## src/rtl/mem_port_arbiter.sv

```systemverilog
// mem_port_arbiter: shares one synchronous-read memory port between the
// instruction-fetch requester (I, read-only) and the load/store requester
// (D, read or byte-masked write). One transaction in flight at a time; the
// fixed memory read latency is counted and the read word is captured into a
// per-requester data register before a one-cycle ack goes to the winner.
//
// Build option: define ARB_DPRIO_EN for fixed priority (D wins every tie).
// Left undefined, ties are resolved round-robin against the last grant.
//
// state | meaning
// IDLE  | no transaction; arbitrate and register address/data on a request
// ISSUE | memory strobe (read or write) is high for this single cycle
// WAIT  | counting LATENCY cycles; read data captured when cnt reaches 1
// ACK   | one-cycle ack to the winner; no new grant while its req is high
module mem_port_arbiter #(
    parameter int ADDR_W  = 32,
    parameter int LATENCY = 1
) (
    input  logic              clk,
    input  logic              reset,
    input  logic              i_req,
    input  logic [ADDR_W-1:0] i_addr,
    output logic              i_ack,
    output logic [31:0]       i_rdata,
    input  logic              d_req,
    input  logic [ADDR_W-1:0] d_addr,
    input  logic [3:0]        d_wmask,
    input  logic [31:0]       d_wdata,
    output logic              d_ack,
    output logic [31:0]       d_rdata,
    output logic [ADDR_W-1:0] mem_addr,
    output logic              mem_rstrb,
    output logic [3:0]        mem_wmask,
    output logic [31:0]       mem_wdata,
    input  logic [31:0]       mem_rdata,
    output logic              busy
);

    typedef enum logic [1:0] {
        IDLE  = 2'd0,
        ISSUE = 2'd1,
        WAIT  = 2'd2,
        ACK   = 2'd3
    } state_t;

    state_t     state;
    logic       gnt_d;
    logic       is_write;
    logic [2:0] cnt;
    logic       pick_d;
    logic       start_write;

`ifdef ARB_DPRIO_EN
    // Fixed priority: the load/store side wins whenever it is requesting.
    always_comb begin
        pick_d = d_req;
    end
`else
    logic last_grant_d;

    // Round-robin: on a tie, grant the requester that did not win last time.
    always_comb begin
        pick_d = d_req && (!i_req || !last_grant_d);
    end
`endif

    // A write is a D grant with at least one byte enable set.
    always_comb begin
        start_write = pick_d && (d_wmask != 4'b0000);
    end

    // Sequencer: all outputs are registered and change on state transitions.
    always_ff @(posedge clk or posedge reset) begin
        if (reset) begin
            state     <= IDLE;
            gnt_d     <= 1'b0;
            is_write  <= 1'b0;
            cnt       <= 3'd0;
            i_ack     <= 1'b0;
            d_ack     <= 1'b0;
            i_rdata   <= 32'h0;
            d_rdata   <= 32'h0;
            mem_addr  <= '0;
            mem_rstrb <= 1'b0;
            mem_wmask <= 4'b0000;
            mem_wdata <= 32'h0;
            busy      <= 1'b0;
`ifndef ARB_DPRIO_EN
            last_grant_d <= 1'b1;
`endif
        end else begin
            case (state)
                IDLE: begin
                    if (i_req || d_req) begin
                        gnt_d     <= pick_d;
                        is_write  <= start_write;
                        mem_addr  <= pick_d ? d_addr : i_addr;
                        if (pick_d) begin
                            mem_wdata <= d_wdata;
                        end
                        // Strobes are set here so they are high during ISSUE.
                        mem_rstrb <= !start_write;
                        mem_wmask <= start_write ? d_wmask : 4'b0000;
                        busy      <= 1'b1;
                        state     <= ISSUE;
                    end
                end
                ISSUE: begin
                    mem_rstrb <= 1'b0;
                    mem_wmask <= 4'b0000;
                    cnt       <= 3'(LATENCY);
                    state     <= WAIT;
                end
                WAIT: begin
                    cnt <= cnt - 3'd1;
                    if (cnt == 3'd1) begin
                        if (!is_write) begin
                            if (gnt_d) begin
                                d_rdata <= mem_rdata;
                            end else begin
                                i_rdata <= mem_rdata;
                            end
                        end
                        i_ack <= !gnt_d;
                        d_ack <= gnt_d;
                        state <= ACK;
                    end
                end
                ACK: begin
                    i_ack <= 1'b0;
                    d_ack <= 1'b0;
                    busy  <= 1'b0;
`ifndef ARB_DPRIO_EN
                    last_grant_d <= gnt_d;
`endif
                    state <= IDLE;
                end
                default: begin
                    state <= IDLE;
                end
            endcase
        end
    end

endmodule

```

## config.mk

```make
export PLATFORM = sky130hd
export DESIGN_NAME = mem_port_arbiter
export DESIGN_NICKNAME = d
export VERILOG_FILES = /design/src/rtl/mem_port_arbiter.sv
export SDC_FILE = /design/constraint.sdc
export NUM_CORES = 1
export LEC_CHECK = 0
export CAP_MARGIN = 20
export CORE_ASPECT_RATIO = 0.75
export CORE_UTILIZATION = 40
export CTS_BUF_LIST = sky130_fd_sc_hd__clkbuf_8
export CTS_CLUSTER_DIAMETER = 40
export CTS_CLUSTER_SIZE = 40
export DETAILED_ROUTE_END_ITERATION = 8
export HOLD_SLACK_MARGIN = 0.03
export MAX_ROUTING_LAYER = met4
export PLACE_DENSITY = 0.78
export SKIP_LAST_GASP = 1
export SLEW_MARGIN = 40
export SYNTH_ARGS = -nofsm -noshare
export SYNTH_HDL_FRONTEND = slang
export SYNTH_SLANG_ARGS = --single-unit
```

## constraint.sdc

```tcl
create_clock -name clk -period 6.69 [get_ports clk]
set_clock_uncertainty 0.05 [all_clocks]
set_input_delay 1.338 -clock clk [delete_from_list [all_inputs] [get_ports clk]]
set_output_delay 1.338 -clock clk [all_outputs]
set_load 0.05 [all_outputs]
```

# Yosys cells after proc, flatten, opt, wreduce, memory -nomap -nowiden
# Index checks and enable logic that the tools add are counted.
# W data, S select, Z words.
[op_classes] reduce_logical=22 n_eq_ne=6 n_mux=16 addsub=1 bitwise_logic=2
[op_table] operator="$mux W32" count=1
[op_table] operator="$reduce_and A2 Y1" count=5
[op_table] operator="$mux W4" count=2
[op_table] operator="$pmux W1 S2" count=4
[op_table] operator="$pmux W2 S4" count=1
[op_table] operator="$pmux W4 S2" count=1
[op_table] operator="$reduce_and A4 Y1" count=2
[op_table] operator="$reduce_bool A2 Y1" count=4
[op_table] operator="$pmux W3 S2" count=1
[op_table] operator="$eq A2 B2 Y1 const B" count=2
[op_table] operator="$logic_not A1 Y1" count=4
[op_table] operator="$mux W1" count=4
[op_table] operator="$mux W2" count=2
[op_table] operator="$ne A2 B2 Y1 const B" count=2
[op_table] operator="$reduce_bool A4 Y1" count=1
[op_table] operator="$eq A3 B1 Y1 const B" count=1
[op_table] operator="$reduce_and A3 Y1" count=1
[op_table] operator="$sub A3 B1 Y3 const B" count=1
[op_table] operator="$eq A2 B1 Y1 const B" count=1
[op_table] operator="$logic_and A1 B1 Y1" count=2
[op_table] operator="$logic_not A2 Y1" count=1
[op_table] operator="$logic_or A1 B1 Y1" count=2
[op_table] operator="$not A1 Y1" count=2
[word_totals] register_bits=144 out_inout_bits=136

# Longest topological paths before layout
# Gate-level depths: netlist of the first run.
[depth] ltp_word=7 mapped_depth=7 depth_no_buf=5

# Worst setup path after synthesis of the first run
# Ideal clock, no wire load.
[synth_timing] path_type="in2reg" start="input i_req" end="register mem_wdata[0]" arrival_ps=2291 setup_ps=125 path_stages=5 slack_ps=4224 cell_sequence="buf_2 > a21boi_4 > nand2_2 > buf_6 > mux2_4"
[synth_via] elab_chain_len=4 elab_cells_between_ends=5
[synth_rtl] element="from (decl)" line_no="21" rtl="input logic i_req,"
[synth_rtl] element="$logic_not A1 Y1" line_no="63" rtl="pick_d = d_req && (!i_req || !last_grant_d);"
[synth_rtl] element="$logic_or A1 B1 Y1" line_no="63"
[synth_rtl] element="$logic_and A1 B1 Y1" line_no="63"
[synth_rtl] element="$reduce_and A3 Y1 (no source line) (*)"
[synth_rtl] element="to (signal assigned)" line_no="99" rtl="mem_wdata <= d_wdata;"
[synth_rtl] element="to (decl)" line_no="34" rtl="output logic [31:0] mem_wdata,"
# Every way passes the cells marked *; elsewhere a longest branch is shown, timed or not.
# A chain may end at the register's enable or synchronous reset.

# Worst setup path after layout of the first run
[layout_timing] start="input d_req" end="register mem_wdata[31]"
[layout_via] elab_chain_len=2 elab_cells_between_ends=3
[layout_rtl] element="from (decl)" line_no="25" rtl="input logic d_req,"
[layout_rtl] element="$logic_and A1 B1 Y1 or $logic_or A1 B1 Y1 (tied branches)" line_no="63, 94"
[layout_rtl] element="$reduce_and A3 Y1 (no source line) (*)"
# Marked as above.

==> flow_metrics.py, run 1 <==
metrics = {
    "pwr": {
        "swShare_pct": 47.59,
        "power_frac_comb_pct": 59.4,
        "p_per_area_mw_per_mm2": 616.8,
        "peakVddDrop_uv": 288.8,
        "power_frac_seq_pct": 27.2,
        "leakagePower_nw": 3.985,
        "p_clk_share_pct": 13.4,
        "switchingPower_mw": 2.728,
        "p_int_mw": 3.004,
    },
    "place": {
        "dp_hpwl_um": 11130,
        "placed_area_mm2": 0.008847,
        "gp_congestion": 0.8017,
        "io_buffers": 271,
    },
    "timing": {
        "finalSetupViolations": 0,
        "period_needed_ns": 3.154,
        "post-route-period-util_pct": 47.14,
        "drv_slew": 0,
        "relSlewSlack_pct": 52.83,
        "hold_viol": 0,
        "max_freq_mhz": 317.1,
        "fin_tns_setup_ns": 0,
        "worstMarginPinSlew_ns": 0.7076,
        "rsz0062_at_grt": "false",
    },
    "worst_hold_path": {
        "min_from": "d_rdata[4]",
        "hold_end": "d_rdata[4]",
        "min_path_type": "reg2reg",
        "whs_path_depth": 1,
    },
    "cells_and_area": {
        "mostFrequentLayoutCells": "clkdlybuf4s50_1, dfrtp_1, mux2_2",
        "nFillCells": 1127,
        "antenna_cells": 0,
        "final_nets": 864,
        "syn_to_final_growth_pct": 55.84,
        "postLayoutCellArea_mm2": 0.009295,
        "seqCellArea_mm2": 0.003605,
        "drive_gt1_share_pct": 19.62,
        "multi_input_area_mm2": 0.002191,
        "mostFrequentLayoutCell": "clkdlybuf4s50_1",
    },
    "synthesis": {
        "synth.ff_latch_count": 144,
        "ys.flop_type": "dfrtp_1",
        "synth_nets": 594,
        "ys.warnings.count": 0,
        "ys_seq_area_share_pct": 60.44,
        "synthCells": 451,
        "synth_edf_count": 0,
        "syn_area_per_cell_um2": 13.22,
        "async_reset_ff_share_pct": 100.0,
        "synth.distinct_cells": 33,
        "syn_area_mm2": 0.005964,
    },
    "clock_network": {
        "post-cts-setup-buffers": 0,
        "cts_hold_buf": 0,
        "cts_made_buffers": 17,
        "insertion_delay_ns": 0.44,
        "cts_htree_levels": 4,
        "cts_root_buf": "clkbuf_8",
        "clock-sinks": 144,
        "cts_resized": 0,
        "cts_tree": "yes",
        "clockBufferDepth": 2,
        "clkTransAtPathRegs_ns": 0.08,
    },
    "floorplan": {
        "die_x_um": 143,
        "rows": 38,
        "die_h_um": 107.8,
        "start_util_pct": 41.13,
        "core-area_mm2": 0.01450,
        "io_pins": 272,
        "dieArea_mm2": 0.01541,
    },
    "worst_setup_path": {
        "r2r_end": "i_rdata[21]",
        "startpoint": "d_req",
        "critPathKind": "in2reg",
        "cp_data_arrival_time_ns": 3.44,
        "r2r_cells": 5,
        "rr_startpoint": "state[0]",
        "critPathCaptureType": "flip-flop",
        "cp.required_ns": 6.98,
        "critPathLaunchType": "primary input",
        "path_max_fanout": 33,
        "rrSetupSlack_ns": 4.43,
    },
    "global_route": {
        "grt_pass1_vias": 4757,
        "track_usage_pct": 21.66,
        "grt-ovfl-total": 0,
        "grt_pass1_wl_um": 24680,
        "antenna_found_initial": 0,
        "grt_max_degree": 84,
    },
    "route": {
        "routedWlPerCell_um": 16.68,
        "ant_nets": 0,
        "via_count": 4512,
        "drt_wl_total_um": 15580,
        "via_per_inst": 4.831,
        "drt_iter0_drc": 257,
        "drcViolationCount": 0,
        "drt-pass1-iter-count": 4,
    },
    "outcome": {
        "outcome": "finished clean",
    },
    "job": {
        "drv_cap": 0,
    },
}
[Yosys cell counts (3+ instances only)]
cell | count | share of area [%]
inv_1 | 7 | 0.44
buf_6 | 6 | 1.1
mux2_4 | 29 | 7.3
buf_2 | 8 | 0.67
a22o_1 | 5 | 0.73
nand3_1 | 3 | 0.25
nor2_1 | 34 | 2.1
o21ai_0 | 7 | 0.59
clkbuf_1 | 11 | 0.69
nand2_1 | 33 | 2.1
mux2_2 | 69 | 13
ha_1 | 7 | 1.5
a21oi_1 | 66 | 5.5
dfrtp_1 | 143 | 60
[cell families (layout without fill, tap and decap cells)]
group | after synthesis | after routing | synth area share (%)
mux | 98 | 98 | 20.33
flops | 144 | 144 | 60.44
fa+ha+maj | 7 | 7 | 1.468
simple gates | 82 | 82 | 6.419
buf+inv | 32 | 315 | 2.937
compound gates | 88 | 88 | 8.412
[state kept, by name (all words and copies together) (netlist names)]
register and count:
busy 1, cnt 3, d_ack 1, d_rdata 32
gnt_d 1, i_ack 1, i_rdata 32, is_write 1
last_grant_d 1, mem_addr 32, mem_rstrb 1, mem_wdata 32
mem_wmask 4, state 2
[power by group through the flow]
stage               Sequential [mW]  Combinational, mW  Clock [mW]
finish                         1.56               3.40       0.767
global route                   1.62               3.56       0.834
CTS                            1.56               3.43       0.789
detailed placement             1.57               3.42           0
global placement               1.55               3.36           0
floorplan                      3.01              0.853           0
[stage by stage]
stage	setup slack, ns	power [mW]	instances	utilization, %	hold slack (ns)
2_1_floorplan	1.437	3.859	451	-	0.4627
4_1_cts	3.555	5.780	934	64.06	0.4627
5_1_grt	3.459	6.016	934	64.10	0.4700
3_3_place_gp	2.476	4.915	901	60.78	0.4358
6_report	3.536	5.733	934	64.10	0.4600
3_5_place_dp	3.058	4.995	902	61.01	0.4391
[area by class of cell]
cell class / count / share of cell area [%]
inverters: 7 / 0.3634
repair buffers: 276 / 29.84
well taps: 200 / 2.692
multi-input cells: 275 / 23.57
clock inverters: 15 / 2.234
flip-flops and latches: 144 / 38.78
clock buffers: 17 / 2.517
[worst max-delay path, cell delays in order]
cell and delay (ns):
clkdlybuf4s50_1 0.60, a21boi_4 0.51, buf_16 0.22, nand2_4 0.33, mux2_4 0.42
[layer usage]
layer  global-route usage (%)  routed length, um  up-vias
met5                        -                  0        -
met4                    7.911                205        0
met3                    6.272               1080       18
met1                    26.11               6682     2213
li1                         -                  -     2109
met2                    34.60               7608      172
[worst max path at each step]
stage / cells after the start / slack [ns] / to
detailed placement: 5 / 3.06 / mem_wdata[31]
finish: 5 / 3.54 / mem_wdata[31]
global route: 5 / 3.46 / mem_wdata[12]
global placement: 4 / 2.48 / mem_wdata[8]
floorplan: 1 / 1.44 / busy
CTS: 5 / 3.56 / mem_wdata[31]
(Power assumes the default switching activity.)
==> run 2: changes to the inputs <==
clock period = 3 ns   (was 6.69 ns; I/O delays follow)
==> run 2 against run 1 <==
Effect of this change:
- sequential cell count did not move
- setup slack got worse by 2.9 ns
- first-iteration DRC count fell by 19%
- register-to-register slack got worse by 3.7 ns
- clock power up 93%
- worst hold slack lost 0.0042 ns
- cell count is 0.32% higher
- sequential power is 120% higher
- via count is 1.9% higher
- combinational power up 120%
- critical path type is now reg2out
- critical endpoint is now i_ack
- largest cell class unchanged
==> flow_metrics.py, run 2 (synthesized netlist as in run 1, its figures left out) <==
metrics = {
    "outcome": {
        "outcome": "finished clean",
    },
    "pwr": {
        "power_frac_seq_pct": 27.7,
        "p_per_area_mw_per_mm2": 1361,
        "switchingPower_mw": 6.085,
        "swShare_pct": 48.29,
        "p_clk_share_pct": 11.7,
        "power_frac_comb_pct": 60.5,
        "leakagePower_nw": 3.971,
        "peakVddDrop_uv": 641.0,
        "p_int_mw": 6.516,
        "total_power_mw": 12.60,
    },
    "floorplan": {
        "core-area_mm2": 0.01450,
        "io_pins": 272,
        "die_x_um": 143,
        "start_util_pct": 41.13,
        "dieArea_mm2": 0.01541,
        "rows": 38,
        "die_h_um": 107.8,
    },
    "clock_network": {
        "cts_htree_levels": 4,
        "cts_tree": "yes",
        "cts_made_buffers": 17,
        "clock-sinks": 144,
        "clkTransAtPathRegs_ns": 0.08,
        "clockBufferDepth": 2,
        "cts_hold_buf": 0,
        "post-cts-setup-buffers": 0,
        "cts_resized": 0,
        "cts_root_buf": "clkbuf_8",
        "insertion_delay_ns": 0.44,
    },
    "route": {
        "ant_nets": 0,
        "drt-pass1-iter-count": 4,
        "drt_iter0_drc": 209,
        "drcViolationCount": 0,
        "via_count": 4596,
        "routedWlPerCell_um": 16.88,
        "drt_wl_total_um": 15810,
        "via_per_inst": 4.905,
    },
    "cells_and_area": {
        "antenna_cells": 0,
        "finish.utilization_pct": 63.86,
        "drive_gt1_share_pct": 19.81,
        "postLayoutCellArea_mm2": 0.009260,
        "syn_to_final_growth_pct": 55.25,
        "instances_no_fill": 937,
        "mostFrequentLayoutCells": "clkdlybuf4s50_1, dfrtp_1, mux2_2",
        "final_nets": 868,
        "mostFrequentLayoutCell": "clkdlybuf4s50_1",
    },
    "timing": {
        "layout_setup_ws_ns": 0.6718,
        "drv_slew": 0,
        "max_freq_mhz": 429.5,
        "worstMarginPinSlew_ns": 0.5641,
        "finalSetupViolations": 0,
        "relSlewSlack_pct": 62.28,
        "period_needed_ns": 2.328,
        "fin_tns_setup_ns": 0,
        "post-route-period-util_pct": 77.61,
        "hold_viol": 0,
        "rsz0062_at_grt": "false",
        "whs_ns": 0.4558,
    },
    "global_route": {
        "grt_busiest_layer": "met2",
        "met3_usage_pct": 6.139,
        "track_usage_pct": 21.53,
        "global_route.usage.met1_pct": 25.17,
        "grt-ovfl-total": 0,
        "use_met2_pct": 35.23,
        "grt_pass1_vias": 4749,
        "grt_max_degree": 82,
        "antenna_found_initial": 0,
        "grt_pass1_wl_um": 24320,
    },
    "place": {
        "place_ws_ns": 0.7092,
        "dp_hpwl_um": 11400,
        "placed_area_mm2": 0.008875,
        "dp_cells": 906,
        "io_buffers": 271,
        "gp_congestion": 0.7653,
    },
    "worst_setup_path": {
        "startpoint": "i_ack",
        "critPathTopFamily": "buffers and inverters",
        "rrSetupSlack_ns": 0.72,
        "rr_startpoint": "state[0]",
        "critPathCaptureType": "primary output",
        "r2r_cells": 5,
        "critPathKind": "reg2out",
        "cp_data_arrival_time_ns": 1.68,
        "cp.required_ns": 2.35,
        "critPathBufInv": 1,
        "critPathLaunchType": "flip-flop",
        "cp_cell_sequence": "clkdlybuf4s50_1",
        "crit_slowest_cell": "clkdlybuf4s50_1",
        "cp_num_cells": 1,
        "path_max_fanout": 3,
        "crit_path_max_incr_delay_ns": 0.85,
    },
    "job": {
        "drv_cap": 0,
    },
    "worst_hold_path": {
        "min_from": "d_rdata[24]",
        "whs_path_depth": 1,
        "min_path_type": "reg2reg",
    },
}
[run 2: cell count changes in the layout (fill, tap and decap cells not counted), sizes merged]
cell / delta
buf: +4
clkbuf: +3
clkinv: +2
bufinv: -3
inv: -3
[run 2: power groups by stage]
stage               Clock [mW]  Combinational, mW  Sequential, mW
global placement             0               7.53            3.46
finish                    1.48               7.63            3.49
global route              1.62               7.96            3.61
detailed placement           0               7.66            3.53
floorplan                    0               1.90            6.70
CTS                       1.53               7.68            3.50
[run 2: layout make-up]
class,count,area [um2]
inverter,7,30.03
timing repair buffer,280,2809
fill,1108,5241
tap,200,250.2
sequential,144,3605
clock inverter,11,106.4
multi-input combinational,275,2185
clock buffer,20,275.3
[run 2: final timing paths]
| check | to |
|---|---|
| setup / recovery | i_ack |
| hold / removal | d_rdata[24] |
| setup reg to reg | i_rdata[20] |
| hold reg to reg | d_rdata[24] |
| max in group asynchronous | mem_wdata[7] |
| min in group asynchronous | i_rdata[16] |
[run 2: metal layers]
metal | up-vias | wire (um) | share of wire (%)
met5 | - | 0 | 0
met4 | 0 | 280 | 1.8
met3 | 23 | 1086 | 6.9
met2 | 174 | 7877 | 50
met1 | 2286 | 6569 | 42
li1 | 2113 | - | -
